--- src/rtl/traffic_pkg.sv ---
// Shared lamp and fault encodings for the lamp conflict monitor.
package traffic_pkg;

  localparam int unsigned NUM_LANES    = 4;
  localparam int unsigned LAMP_RED_BIT = 0;
  localparam int unsigned LAMP_YEL_BIT = 1;
  localparam int unsigned LAMP_GRN_BIT = 2;

  typedef enum logic [2:0] {
    LAMP_DARK  = 3'd0,
    LAMP_RED   = 3'd1,
    LAMP_YEL   = 3'd2,
    LAMP_GRN   = 3'd3,
    LAMP_MULTI = 3'd4
  } lamp_e;

  typedef enum logic [2:0] {
    FC_NONE         = 3'd0,
    FC_MULTI_LAMP   = 3'd1,
    FC_CONFLICT     = 3'd2,
    FC_SKIP_YELLOW  = 3'd3,
    FC_SHORT_YELLOW = 3'd4,
    FC_BAD_ORDER    = 3'd5,
    FC_CLEARANCE    = 3'd6
  } fault_code_t;

  function automatic lamp_e decode_lamp(input logic [0:2] lamps);
    lamp_e res;
    case ({lamps[LAMP_RED_BIT], lamps[LAMP_YEL_BIT], lamps[LAMP_GRN_BIT]})
      3'b000:  res = LAMP_DARK;
      3'b100:  res = LAMP_RED;
      3'b010:  res = LAMP_YEL;
      3'b001:  res = LAMP_GRN;
      default: res = LAMP_MULTI;
    endcase
    return res;
  endfunction

endpackage

--- src/rtl/lane_tracker.sv ---
// Per-lane lamp history: decodes one head, tracks yellow dwell and
// red clearance time, and flags illegal sequence steps.
module lane_tracker
  import traffic_pkg::*;
#(
  parameter int unsigned MIN_YELLOW = 3,
  parameter int unsigned MIN_ALLRED = 2,
  parameter int unsigned CW         = 8
) (
  input  logic       clk_i,
  input  logic       rst_ni,
  input  logic [0:2] lamp_i,
  output logic       multi_o,
  output logic       active_o,
  output logic       skip_yellow_o,
  output logic       short_yellow_o,
  output logic       bad_order_o,
  output logic       grn_entry_o,
  output logic       clr_open_o
);

  localparam logic [CW-1:0] CNT_ONE   = {{(CW-1){1'b0}}, 1'b1};
  localparam logic [CW-1:0] CNT_MAX   = {CW{1'b1}};
  localparam logic [CW-1:0] MIN_YEL_C = CW'(MIN_YELLOW);
  localparam logic [CW-1:0] MIN_CLR_C = CW'(MIN_ALLRED);

  lamp_e         cur_s;
  lamp_e         prev_q;
  logic [CW-1:0] yel_cnt_q, yel_cnt_d;
  logic [CW-1:0] clr_cnt_q, clr_cnt_d;
  logic          yel_to_red_s;

  assign cur_s        = decode_lamp(lamp_i);
  assign yel_to_red_s = (prev_q == LAMP_YEL) && (cur_s == LAMP_RED);

  // Counter next-state: yellow dwell restarts at 1 on entry, clearance restarts on YEL->RED.
  always_comb begin
    yel_cnt_d = {CW{1'b0}};
    clr_cnt_d = clr_cnt_q;
    if (cur_s != LAMP_YEL) begin
      yel_cnt_d = {CW{1'b0}};
    end else if (prev_q != LAMP_YEL) begin
      yel_cnt_d = CNT_ONE;
    end else if (yel_cnt_q != CNT_MAX) begin
      yel_cnt_d = yel_cnt_q + CNT_ONE;
    end else begin
      yel_cnt_d = yel_cnt_q;
    end
    if (yel_to_red_s) begin
      clr_cnt_d = {CW{1'b0}};
    end else if (clr_cnt_q != CNT_MAX) begin
      clr_cnt_d = clr_cnt_q + CNT_ONE;
    end else begin
      clr_cnt_d = clr_cnt_q;
    end
  end

  // Lane history registers; clearance starts saturated so power-up greens are legal.
  always_ff @(posedge clk_i or negedge rst_ni) begin
    if (!rst_ni) begin
      prev_q    <= LAMP_DARK;
      yel_cnt_q <= {CW{1'b0}};
      clr_cnt_q <= CNT_MAX;
    end else begin
      prev_q    <= cur_s;
      yel_cnt_q <= yel_cnt_d;
      clr_cnt_q <= clr_cnt_d;
    end
  end

  assign multi_o        = (cur_s == LAMP_MULTI);
  assign active_o       = (cur_s == LAMP_YEL) || (cur_s == LAMP_GRN);
  assign skip_yellow_o  = (prev_q == LAMP_GRN) && (cur_s == LAMP_RED);
  assign short_yellow_o = yel_to_red_s && (yel_cnt_q < MIN_YEL_C);
  assign bad_order_o    = ((prev_q == LAMP_YEL) && (cur_s == LAMP_GRN)) ||
                          ((prev_q == LAMP_RED) && (cur_s == LAMP_YEL));
  assign grn_entry_o    = (cur_s == LAMP_GRN) && (prev_q != LAMP_GRN);
  assign clr_open_o     = (clr_cnt_q >= MIN_CLR_C);

endmodule

--- src/rtl/traffic_monitor.sv ---
// Independent lamp conflict monitor: checks all four heads each cycle and
// latches the first safety violation, forcing the controller to all-red.
module traffic_monitor
  import traffic_pkg::*;
#(
  parameter int unsigned MIN_YELLOW = 3,
  parameter int unsigned MIN_ALLRED = 2,
  parameter int unsigned CW         = 8,
  parameter logic [15:0] CONFLICT   = 16'h5A5A
) (
  input  logic            clk,
  input  logic            rst,
  input  logic [3:0][0:2] ltfs,
  input  logic            attention,
  input  logic            clear,
  output logic            fault,
  output logic [2:0]      fault_code,
  output logic [1:0]      fault_lane,
  output logic [3:0]      force_reds
);

  logic [3:0]      multi_s, active_s, skip_s, short_s, order_s, grn_entry_s, clr_open_s;
  logic [6:1][3:0] viol_s;
  logic            viol_any_s;
  fault_code_t     code_s;
  logic [1:0]      lane_s;

  logic            fault_q;
  fault_code_t     fault_code_q;
  logic [1:0]      fault_lane_q;
  logic [3:0]      force_reds_q;

  for (genvar g = 0; g < NUM_LANES; g++) begin : g_lane
    lane_tracker #(
      .MIN_YELLOW(MIN_YELLOW),
      .MIN_ALLRED(MIN_ALLRED),
      .CW        (CW)
    ) u_lane (
      .clk_i         (clk),
      .rst_ni        (rst),
      .lamp_i        (ltfs[g]),
      .multi_o       (multi_s[g]),
      .active_o      (active_s[g]),
      .skip_yellow_o (skip_s[g]),
      .short_yellow_o(short_s[g]),
      .bad_order_o   (order_s[g]),
      .grn_entry_o   (grn_entry_s[g]),
      .clr_open_o    (clr_open_s[g])
    );
  end

  // Per-code violation vectors; sequence-type checks drop out in flashing mode.
  always_comb begin
    viol_s    = '0;
    viol_s[1] = multi_s;
    for (int i = 0; i < NUM_LANES; i++) begin
      for (int j = 0; j < NUM_LANES; j++) begin
        viol_s[2][i] = viol_s[2][i] |
                       ((j > i) && CONFLICT[4*i+j] && active_s[i] && active_s[j]);
        viol_s[6][i] = viol_s[6][i] |
                       (!attention && CONFLICT[4*i+j] && grn_entry_s[i] && !clr_open_s[j]);
      end
    end
    if (!attention) begin
      viol_s[3] = skip_s;
      viol_s[4] = short_s;
      viol_s[5] = order_s;
    end else begin
      viol_s[3] = 4'h0;
      viol_s[4] = 4'h0;
      viol_s[5] = 4'h0;
    end
  end

  // Priority encode: scanning from highest to lowest lets lowest code, then lowest lane, win.
  always_comb begin
    code_s = FC_NONE;
    lane_s = 2'd0;
    for (int c = 6; c >= 1; c--) begin
      for (int l = NUM_LANES - 1; l >= 0; l--) begin
        code_s = viol_s[c][l] ? fault_code_t'(3'(c)) : code_s;
        lane_s = viol_s[c][l] ? 2'(l) : lane_s;
      end
    end
    viol_any_s = |viol_s;
  end

  // Sticky fault latch; a fresh violation beats a same-cycle clear.
  always_ff @(posedge clk or negedge rst) begin
    if (!rst) begin
      fault_q      <= 1'b0;
      fault_code_q <= FC_NONE;
      fault_lane_q <= 2'd0;
      force_reds_q <= 4'h0;
    end else if (viol_any_s && (!fault_q || clear)) begin
      fault_q      <= 1'b1;
      fault_code_q <= code_s;
      fault_lane_q <= lane_s;
      force_reds_q <= 4'hF;
    end else if (clear) begin
      fault_q      <= 1'b0;
      fault_code_q <= FC_NONE;
      fault_lane_q <= 2'd0;
      force_reds_q <= 4'h0;
    end
  end

  assign fault      = fault_q;
  assign fault_code = fault_code_q;
  assign fault_lane = fault_lane_q;
  assign force_reds = force_reds_q;

endmodule

--- config.mk ---
export PLATFORM = sky130hd
export DESIGN_NAME = traffic_monitor
export DESIGN_NICKNAME = d
export VERILOG_FILES = /design/src/rtl/traffic_pkg.sv /design/src/rtl/lane_tracker.sv /design/src/rtl/traffic_monitor.sv
export SDC_FILE = /design/constraint.sdc
export NUM_CORES = 1
export LEC_CHECK = 0
export BUFFER_PORTS_ARGS = -buffer_cell sky130_fd_sc_hd__buf_4
export CAP_MARGIN = 20
export CORE_MARGIN = 2
export CORE_UTILIZATION = 25
export CTS_CLUSTER_DIAMETER = 40
export DETAILED_ROUTE_END_ITERATION = 8
export PLACE_DENSITY_LB_ADDON = 0.3
export REMOVE_ABC_BUFFERS = 1
export SLEW_MARGIN = 30
export SYNTH_ARGS = -nofsm -noshare
export SYNTH_HDL_FRONTEND = slang
export SYNTH_HIERARCHICAL = 1
export SYNTH_SLANG_ARGS = --single-unit
--- constraint.sdc ---
create_clock -name clk -period 2.7 [get_ports clk]
set_input_delay 0.27 -clock clk [delete_from_list [all_inputs] [get_ports clk]]
set_output_delay 0.27 -clock clk [all_outputs]
set_load 0.1 [all_outputs]
== After elaboration in Yosys (flattened, before gate mapping) ==
Cells that the tools add are included.

* Register bits: 86
* Input bits: 16
* Output and inout port bits: 10
* Word-level logic and storage cells: 246

* $add $sub $neg: 8
* Order comparisons: 8
* Equality and inequality tests: 60
* Mux-type cells: 79
* Bitwise gates (word level): 5
* Reductions and logical operators: 70

{| class="wikitable"
|+ Operators by type and width
! kind !! count
|-
| two-way mux 8 bit || 20
|-
| two-way mux 3 bit || 25
|-
| adder 8 x 1 -> 8 bit, second input constant || 8
|-
| != test 8 bit, second input constant || 8
|-
| equality test 3 x 2 -> 1 bit, second input constant || 20
|-
| two-way mux 2 bit || 25
|-
| case mux 3 bit (4 select lines) || 4
|-
| logical AND 1 bit || 41
|-
| equality test 3 x 1 -> 1 bit, second input constant || 12
|-
| != test 3 x 2 -> 1 bit, second input constant || 12
|-
| >= comparator 8 x 2 -> 1 bit, second input constant || 4
|-
| < comparator 8 x 2 -> 1 bit, second input constant || 4
|-
| equality test 3 bit, second input constant || 8
|-
| OR reduction 23 bit || 1
|-
| zero test 3 bit || 4
|-
| two-way mux 12 bit || 1
|-
| nonzero test 3 bit || 4
|-
| nonzero test 2 bit || 5
|-
| logical OR 1 bit || 9
|-
| two-way mux 4 bit || 2
|-
| zero test 1 bit || 6
|-
| bitwise OR 1 bit || 5
|-
| two-way mux 1 bit || 2
|}

== Depth between registers and ports, before layout ==
Gate-level depths: netlist of run 1.

* Depth in word-level cells: 31
* Depth in mapped cells: 10

== Modules after synthesis ==
Netlist of run 1, hierarchy kept.

{| class="wikitable"
|+ Modules (own cells, without submodules)
! module !! instances !! cells each !! area an instance (µm²) !! seq. area each (µm²)
|-
| lane_tracker || 4 || 120 || 1,147.4 || 485.5
|-
| traffic_monitor || 1 || 88 || 747.0 || 150.1
|}

== Least setup slack after synthesis of run 1 ==
No wires, ideal clock.

* Path kind: input to register
* Start: input ltfs[1] in the netlist's numbering
* End: register fault_lane_q[1], in the netlist fault_lane[1]
* Data arrival time: 2.084 ns
* Slack: 0.486 ns
* Stages on the path: 10
* Buffers on the path: 2
* Cells stage by stage: clkbuf_1 -> or3b_1 -> clkbuf_1 -> nor2_1 -> and3_1 -> nor4_2 -> a21oi_2 -> nor3b_4 -> a21bo_4 -> mux2i_1

* Elaborated cells on any way between the ends: 49
* Those cells by class: eq/ne (7); mux (23); bitwise (2); reduce/logical (17)

{| class="wikitable"
|+ RTL lines
! item !! line !! source
|-
| from (decl) || traffic_monitor.sv:13 || <nowiki>input logic [3:0][0:2] ltfs,</nowiki>
|-
| equality test 3 x 1 -> 1 bit, or another cell as far along || traffic_pkg.sv:29 || <nowiki>case ({lamps[LAMP_RED_BIT], lamps[LAMP_YEL_BIT], lamps[LAMP_GRN_BIT]})</nowiki>
|-
| case mux 3 bit (4 select lines) * || traffic_pkg.sv:29 ||
|-
| equality test 3 x 1 -> 1 bit * || lane_tracker.sv:34 || <nowiki>assign yel_to_red_s = (prev_q == LAMP_YEL) && (cur_s == LAMP_RED);</nowiki>
|-
| logical AND 1 bit * || lane_tracker.sv:34 ||
|-
| logical AND 1 bit * || lane_tracker.sv:74 || <nowiki>assign short_yellow_o = yel_to_red_s && (yel_cnt_q < MIN_YEL_C);</nowiki>
|-
| net short_s[0] || traffic_monitor.sv:22 || <nowiki>logic [3:0] multi_s, active_s, skip_s, short_s, order_s, grn_entry_s, clr_open_s;</nowiki>
|-
| two-way mux 12 bit * || traffic_monitor.sv:64 || <nowiki>if (!attention) begin</nowiki>
|-
| two-way mux 2 bit (12 in a row) || traffic_monitor.sv:82 || <nowiki>lane_s = viol_s[c][l] ? 2'(l) : lane_s;</nowiki>
|-
| two-way mux 2 bit || traffic_monitor.sv:95 || <nowiki>end else if (viol_any_s && (!fault_q || clear)) begin</nowiki>
|-
| to (signal assigned) || traffic_monitor.sv:98 || <nowiki>fault_lane_q <= lane_s;</nowiki>
|-
| to (decl) || traffic_monitor.sv:30 || <nowiki>logic [1:0] fault_lane_q;</nowiki>
|}

The timed path passes the listed nets; every way through them passes the cells marked *.
A chain may end at the register's enable or synchronous reset.

== Final worst setup path of run 1 ==
* Start: register g_lane[3].u_lane.clr_cnt_q[0]
* End: register fault_lane_q[1], in the netlist fault_lane[1]

* Word-level cells in the longest chain between the ends: 27
* Elaborated cells on any way between the ends: 32
* Those cells by class: order compare (1); mux (23); bitwise (2); reduce/logical (6)

{| class="wikitable"
|+ Ends and longest elaborated chain
! item !! line !! source
|-
| from (decl) || lane_tracker.sv:30 || <nowiki>logic [CW-1:0] clr_cnt_q, clr_cnt_d;</nowiki>
|-
| from (signal assigned) || lane_tracker.sv:67 || <nowiki>clr_cnt_q <= clr_cnt_d;</nowiki>
|-
| >= comparator 8 x 2 -> 1 bit * || lane_tracker.sv:78 || <nowiki>assign clr_open_o = (clr_cnt_q >= MIN_CLR_C);</nowiki>
|-
| net clr_open_s[3] || traffic_monitor.sv:22 ||
|-
| zero test 1 bit * || n/a ||
|-
| logical AND 1 bit || traffic_monitor.sv:61 || <nowiki>(!attention && CONFLICT[4*i+j] && grn_entry_s[i] && !clr_open_s[j]);</nowiki>
|-
| bitwise OR 1 bit || traffic_monitor.sv:60 || <nowiki>viol_s[6][i] = viol_s[6][i] |</nowiki>
|-
| two-way mux 2 bit (22 in a row) || traffic_monitor.sv:82 ||
|-
| two-way mux 2 bit || traffic_monitor.sv:95 ||
|}

Marked as above.

==> results of run 1 <==
-- cells in the mapped netlist, types with 14 or more instances --
| library cell | instances | area share [%] |
|---|---|---|
| and3_1 | 28 | 3.3 |
| nor2b_1 | 14 | 1.6 |
| dfstp_2 | 32 | 16 |
| clkbuf_1 | 28 | 2.0 |
| dfrtp_1 | 50 | 23 |
| nor4_1 | 14 | 1.6 |
| nor3_1 | 20 | 1.9 |
| nand3_1 | 30 | 2.8 |
| a21oi_1 | 47 | 4.4 |
| nor2_1 | 22 | 1.5 |
| nand2_1 | 27 | 1.9 |
| o21ai_0 | 14 | 1.3 |
| and4_1 | 16 | 2.6 |
-- kinds of logic (layout without fill, tap and decap cells) --
kind of cell,after synthesis,count (layout),share of synthesized area [%]
AND/OR/NAND/NOR,247,247,29.9
AO/OA/AOI/OAI,151,151,19.2
flip-flops,82,82,39.2
buffers and inverters,48,60,3.99
adder cells (fa/ha/maj),16,16,3.56
XOR/XNOR,12,12,1.97
multiplexers,12,12,2.25
-- power by group through the flow --
| stage | clock network (mW) | registers, mW | logic (mW) |
|---|---|---|---|
| floorplan | 0 | 2.02 | 0.807 |
| global placement | 0 | 2.09 | 1.08 |
| detailed placement | 0 | 2.10 | 1.10 |
| CTS | 1.42 | 2.08 | 1.11 |
| global route | 1.46 | 2.15 | 1.25 |
| finish | 1.37 | 2.10 | 1.10 |
-- worst max path at each step --
stage	endpoint	slack, ps
6_report	fault_lane[1]	280
5_1_grt	fault_lane[1]	50
4_1_cts	fault_lane[1]	260
3_5_place_dp	fault_lane[1]	270
3_3_place_gp	fault_lane[1]	370
2_1_floorplan	fault_code[0]	-1510
-- routing by layer --
layer	track usage, %	vias up	wire (um)
met1	15.4	2291	5940
met4	4.76	0	193
met3	2.42	11	340
met5	0	-	0
met2	20.1	67	6320
li1	-	2214	-
-- registers in the layout (all words and copies together), names as in the netlist --
signal	cells
fault_code	3
g_lane.u_lane/clr_cnt_q	32
g_lane.u_lane/yel_cnt_q	32
g_lane.u_lane/prev_q	12
force_reds	1
fault_lane	2
-- per-stage QoR --
stage | setup WS [ps] | cell area (um2) | power (mW) | util [%] | hold WS, ps
4_1_cts | 264 | 6120 | 4.60 | 29.2 | 118
5_1_grt | 49.3 | 6120 | 4.87 | 29.2 | 143
3_5_place_dp | 273 | 5780 | 3.20 | 27.6 | 265
6_report | 284 | 6120 | 4.57 | 29.2 | 137
3_3_place_gp | 367 | 5780 | 3.16 | 27.6 | 264
2_1_floorplan | -1510 | 5150 | 2.83 | - | -25.6
-- critical path: stages, from the launching register on --
cell and delay (ps):
dfstp_2 570, inv_1 60, ha_1 180, nor4_1 270
nand2_1 160, a21bo_1 240, o2bb2ai_1 300, a211oi_1 80
o31ai_1 310, mux2i_1 110
-- final cells by class --
cell class	count	area, um2	share of cell area, %
Multi-Input combinational cell	438	3030	49.6
Sequential cell	82	2090	34.2
Tap cell	275	344	5.62
Timing Repair Buffer	37	293	4.79
Clock buffer	12	256	4.19
Clock inverter	4	73.8	1.21
Inverter	7	26.3	0.430
-- timing repair --
| action | CTS | global route |
|---|---|---|
| buffers inserted | 0 | 0 |
| hold endpoints to repair | 25 | 0 |
| hold buffers | 1 | 0 |
==> impl_metrics.env, run 1 <==
export IMPL_vias=4583
export IMPL_gp_congestion=0.869
export IMPL_dr_pass1_iters=5
export IMPL_endpoint_kind="flop"
export IMPL_cp_startpoint="g_lane[3].u_lane/clr_cnt_q[0]"
export IMPL_hold_depth=2
export IMPL_worstHoldPathType="input pin to flop"
export IMPL_timing_rr_end="fault_lane[1]"
export IMPL_dp_cells=838
export IMPL_rsz0062_at_grt="no"
export IMPL_diodes=0
export IMPL_slew_headroom_pct=48.3
export IMPL_grt_ovfl_total=0
export IMPL_grt_pass1_vias=4493
export IMPL_clock_skew_ps=11.3
export IMPL_p_per_area_nw_per_um2=747
export IMPL_tightest_slew_ps=765
export IMPL_path_class="flop to flop"
export IMPL_cts_buffers_inserted=9
export IMPL_die_h_um=150
export IMPL_hold_start="ltfs[10]"
export IMPL_drv_slew=0
export IMPL_grt_max_degree=51
export IMPL_cts_path_max_buffers=2
export IMPL_dieArea_um2=22500
export IMPL_reg2reg_depth=9
export IMPL_synth_area_um2=5340
export IMPL_final_instance_count_excl_fill=855
export IMPL_wl_per_cell_um=15.0
export IMPL_required_ps=2920
export IMPL_syn_inst=568
export IMPL_antenna_found_initial=0
export IMPL_yosysSeqAreaShare_pct=39.2
export IMPL_viasPerCell=5.36
export IMPL_crit_fanout=6
export IMPL_p_sw_share_pct=33.2
export IMPL_clkTransAtPathRegs_ps=60
export IMPL_min_period_ps=2420
export IMPL_io_buffers=25
export IMPL_final_period_utilization_pct=89.5
export IMPL_cts_tree="built"
export IMPL_track_usage_pct=12.1
export IMPL_core_area_um2=21000
export IMPL_drc=0
export IMPL_setup_viol=0
export IMPL_hpwl_um=9300
export IMPL_p_leak_nw=2.42
export IMPL_synth_flop_cell="dfrtp_1"
export IMPL_regToRegStartpoint="g_lane[3].u_lane/clr_cnt_q[0]"
export IMPL_clock_sinks=82
export IMPL_drt_iter0_drc=284
export IMPL_fillers=2214
export IMPL_final_cell_mix="dfrtp_1 (50), a21oi_1 (47), buf_4 (35)"
export IMPL_r2r_setup_slack_ps=280
export IMPL_initial_utilization_pct=25.5
export IMPL_min_to="g_lane[3].u_lane/prev_q[0]"
export IMPL_yosysWarnings=6
export IMPL_pwr_share_clk_pct=30.0
export IMPL_fmax_mhz=414
export IMPL_startpoint_type="flop"
export IMPL_final_nets=603
export IMPL_io_pins=26
export IMPL_final_hold_violation_count=0
export IMPL_cp_arrival_ps=2640
export IMPL_ys_types=61
export IMPL_num_rows=53
export IMPL_combPwrFrac_pct=24.1
export IMPL_insertion_delay_ps=350
export IMPL_synthToLayoutAreaGrowth_pct=14.6
export IMPL_cts_resized_gates=0
export IMPL_postRouteAntennaNets=0
export IMPL_mostFrequentLayoutCell="dfrtp_1"
export IMPL_tns_ps=0
export IMPL_ir_worst_vdd_uv=366
export IMPL_synth_edff_count=0
export IMPL_syn_area_per_cell_um2=9.40
export IMPL_postSynth_asyncResetShare_pct=100
export IMPL_drive_gt1_share_pct=18.1
export IMPL_die_x_um=150
export IMPL_h_tree_depth=3
export IMPL_wl_um=12800
export IMPL_intPower_mw=3.05
export IMPL_status="completed"
export IMPL_grt_pass1_wl_um=22100
export IMPL_root_buffer="clkbuf_16"
export IMPL_seqPwrFrac_pct=45.9
export IMPL_switchingPower_mw=1.52
export IMPL_ys_ff_latch=82
export IMPL_maxCapViolations=0
No activity file was read; power rests on OpenSTA's default activity.
==> run 2: changes to the inputs <==
- BUFFER_PORTS_ARGS: -buffer_cell sky130_fd_sc_hd__buf_4 -> -buffer_cell sky130_fd_sc_hd__buf_2
- CELL_PAD_IN_SITES_DETAIL_PLACEMENT: not set -> 1
- CELL_PAD_IN_SITES_GLOBAL_PLACEMENT: not set -> 2
==> impl_metrics.env, run 2 (synthesis results as in run 1) <==
export IMPL_fmax_mhz=426
export IMPL_viasPerCell=5.35
export IMPL_drv_slew=0
export IMPL_hold_ws_ps=166
export IMPL_startpoint_type="flop"
export IMPL_wl_per_cell_um=16.7
export IMPL_setup_viol=0
export IMPL_endpoint_kind="flop"
export IMPL_grt_pass1_wl_um=24200
export IMPL_dr_pass1_iters=4
export IMPL_cts_tree="built"
export IMPL_worstHoldPathType="input pin to flop"
export IMPL_die_h_um=150
export IMPL_place_ws_ps=344
export IMPL_cp_arrival_ps=2570
export IMPL_track_usage_pct=13.5
export IMPL_vias=4598
export IMPL_mostFrequentLayoutCell="dfrtp_1"
export IMPL_grt_ovfl_total=0
export IMPL_cts_path_max_buffers=2
export IMPL_clock_skew_ps=10.8
export IMPL_maxCapViolations=0
export IMPL_fin_ws_ps=350
export IMPL_cts_buffers_inserted=9
export IMPL_die_x_um=150
export IMPL_tightest_slew_ps=803
export IMPL_io_pins=26
export IMPL_slew_headroom_pct=46.3
export IMPL_grt_max_degree=47
export IMPL_p_leak_nw=2.42
export IMPL_h_tree_depth=3
export IMPL_clock_sinks=82
export IMPL_final_period_utilization_pct=87.0
export IMPL_diodes=0
export IMPL_wl_um=14400
export IMPL_initial_utilization_pct=25.5
export IMPL_insertion_delay_ps=350
export IMPL_p_per_area_nw_per_um2=755
export IMPL_core_area_um2=21000
export IMPL_hpwl_um=10500
export IMPL_io_buffers=25
export IMPL_path_class="flop to flop"
export IMPL_final_cell_mix="dfrtp_1 (50), a21oi_1 (47), dfstp_2 (32)"
export IMPL_required_ps=2920
export IMPL_final_nets=607
export IMPL_crit_fanout=6
export IMPL_antenna_found_initial=0
export IMPL_min_period_ps=2350
export IMPL_drive_gt1_share_pct=18.8
export IMPL_reg_top3="g_lane.u_lane/clr_cnt_q: 32 flops, g_lane.u_lane/yel_cnt_q: 32 flops, g_lane.u_lane/prev_q: 12 flops"
export IMPL_rsz0062_at_grt="no"
export IMPL_root_buffer="clkbuf_16"
export IMPL_status="completed"
export IMPL_ir_worst_vdd_uv=261
export IMPL_grt_pass1_vias=4659
export IMPL_fillers=2448
export IMPL_dieArea_um2=22500
export IMPL_postRouteAntennaNets=0
export IMPL_final_hold_violation_count=0
export IMPL_clkTransAtPathRegs_ps=70
export IMPL_gp_congestion=0.816
export IMPL_drc=0
export IMPL_synthToLayoutAreaGrowth_pct=14.0
export IMPL_drt_iter0_drc=212
export IMPL_num_rows=53
run 2: worst paths after layout:
| check | from | endpoint | slack, ps | depth (start not counted) |
|---|---|---|---|---|
| min in group asynchronous | rst | g_lane[0].u_lane/yel_cnt_q[5] | 440 | 2 |
| max in group asynchronous | rst | g_lane[3].u_lane/clr_cnt_q[6] | 1560 | 3 |
| worst max-delay path | g_lane[2].u_lane/clr_cnt_q[0] | fault_lane[1] | 350 | 9 |
| worst min-delay path | ltfs[10] | g_lane[3].u_lane/prev_q[0] | 170 | 2 |
| worst max register to register | g_lane[2].u_lane/clr_cnt_q[0] | fault_lane[1] | 350 | 9 |
| worst min register to register | g_lane[2].u_lane/clr_cnt_q[0] | g_lane[2].u_lane/clr_cnt_q[0] | 520 | 2 |
run 2: what timing repair did:
item | CTS | global route
buffers inserted | 0 | 0
gates resized for setup | 0 | 0
hold endpoints to repair | 22 | 0
hold buffers | 1 | 0
run 2: cell type report:
type	instances	area, um2	area share, %
Clock buffer	10	239	3.93
Clock inverter	6	90.1	1.48
Inverter	7	26.3	0.432
Multi-Input combinational cell	438	3030	49.8
Sequential cell	82	2090	34.4
Tap cell	275	344	5.65
Timing Repair Buffer	41	263	4.32
run 2: critical path, cell delays in order (launching register included):
cell       delay, ps
dfstp_2          570
inv_1             50
ha_1             180
nor4_1           300
nand2_1          150
a21oi_2          270
o2bb2ai_1        220
a211oi_1          80
o31ai_1          280
mux2i_1          110
run 2: metal layers:
metal	global-route usage (%)	wire length, um
met1	18.0	7040
met3	2.27	320
met2	21.5	6720
met5	0	0
met4	5.75	296
run 2: metrics by stage:
| stage | instances | instance area [um2] | TNS (ps) | util, % | total power, mW |
|---|---|---|---|---|---|
| 2_1_floorplan | 527 | 5150 | -12840 | - | 2.83 |
| 3_5_place_dp | 842 | 5750 | 0 | 27.4 | 3.23 |
| 6_report | 859 | 6090 | 0 | 29.0 | 4.59 |
| 4_1_cts | 859 | 6090 | 0 | 29.0 | 4.66 |
| 3_3_place_gp | 842 | 5750 | 0 | 27.4 | 3.18 |
| 5_1_grt | 859 | 6090 | 0 | 29.0 | 4.92 |
run 2: power breakdown:
part | internal (mW) | switching, mW | leakage (nW)
sequential | 1.69 | 0.418 | 1.01
combinational | 0.491 | 0.621 | 1.25
clock | 0.837 | 0.538 | 0.159
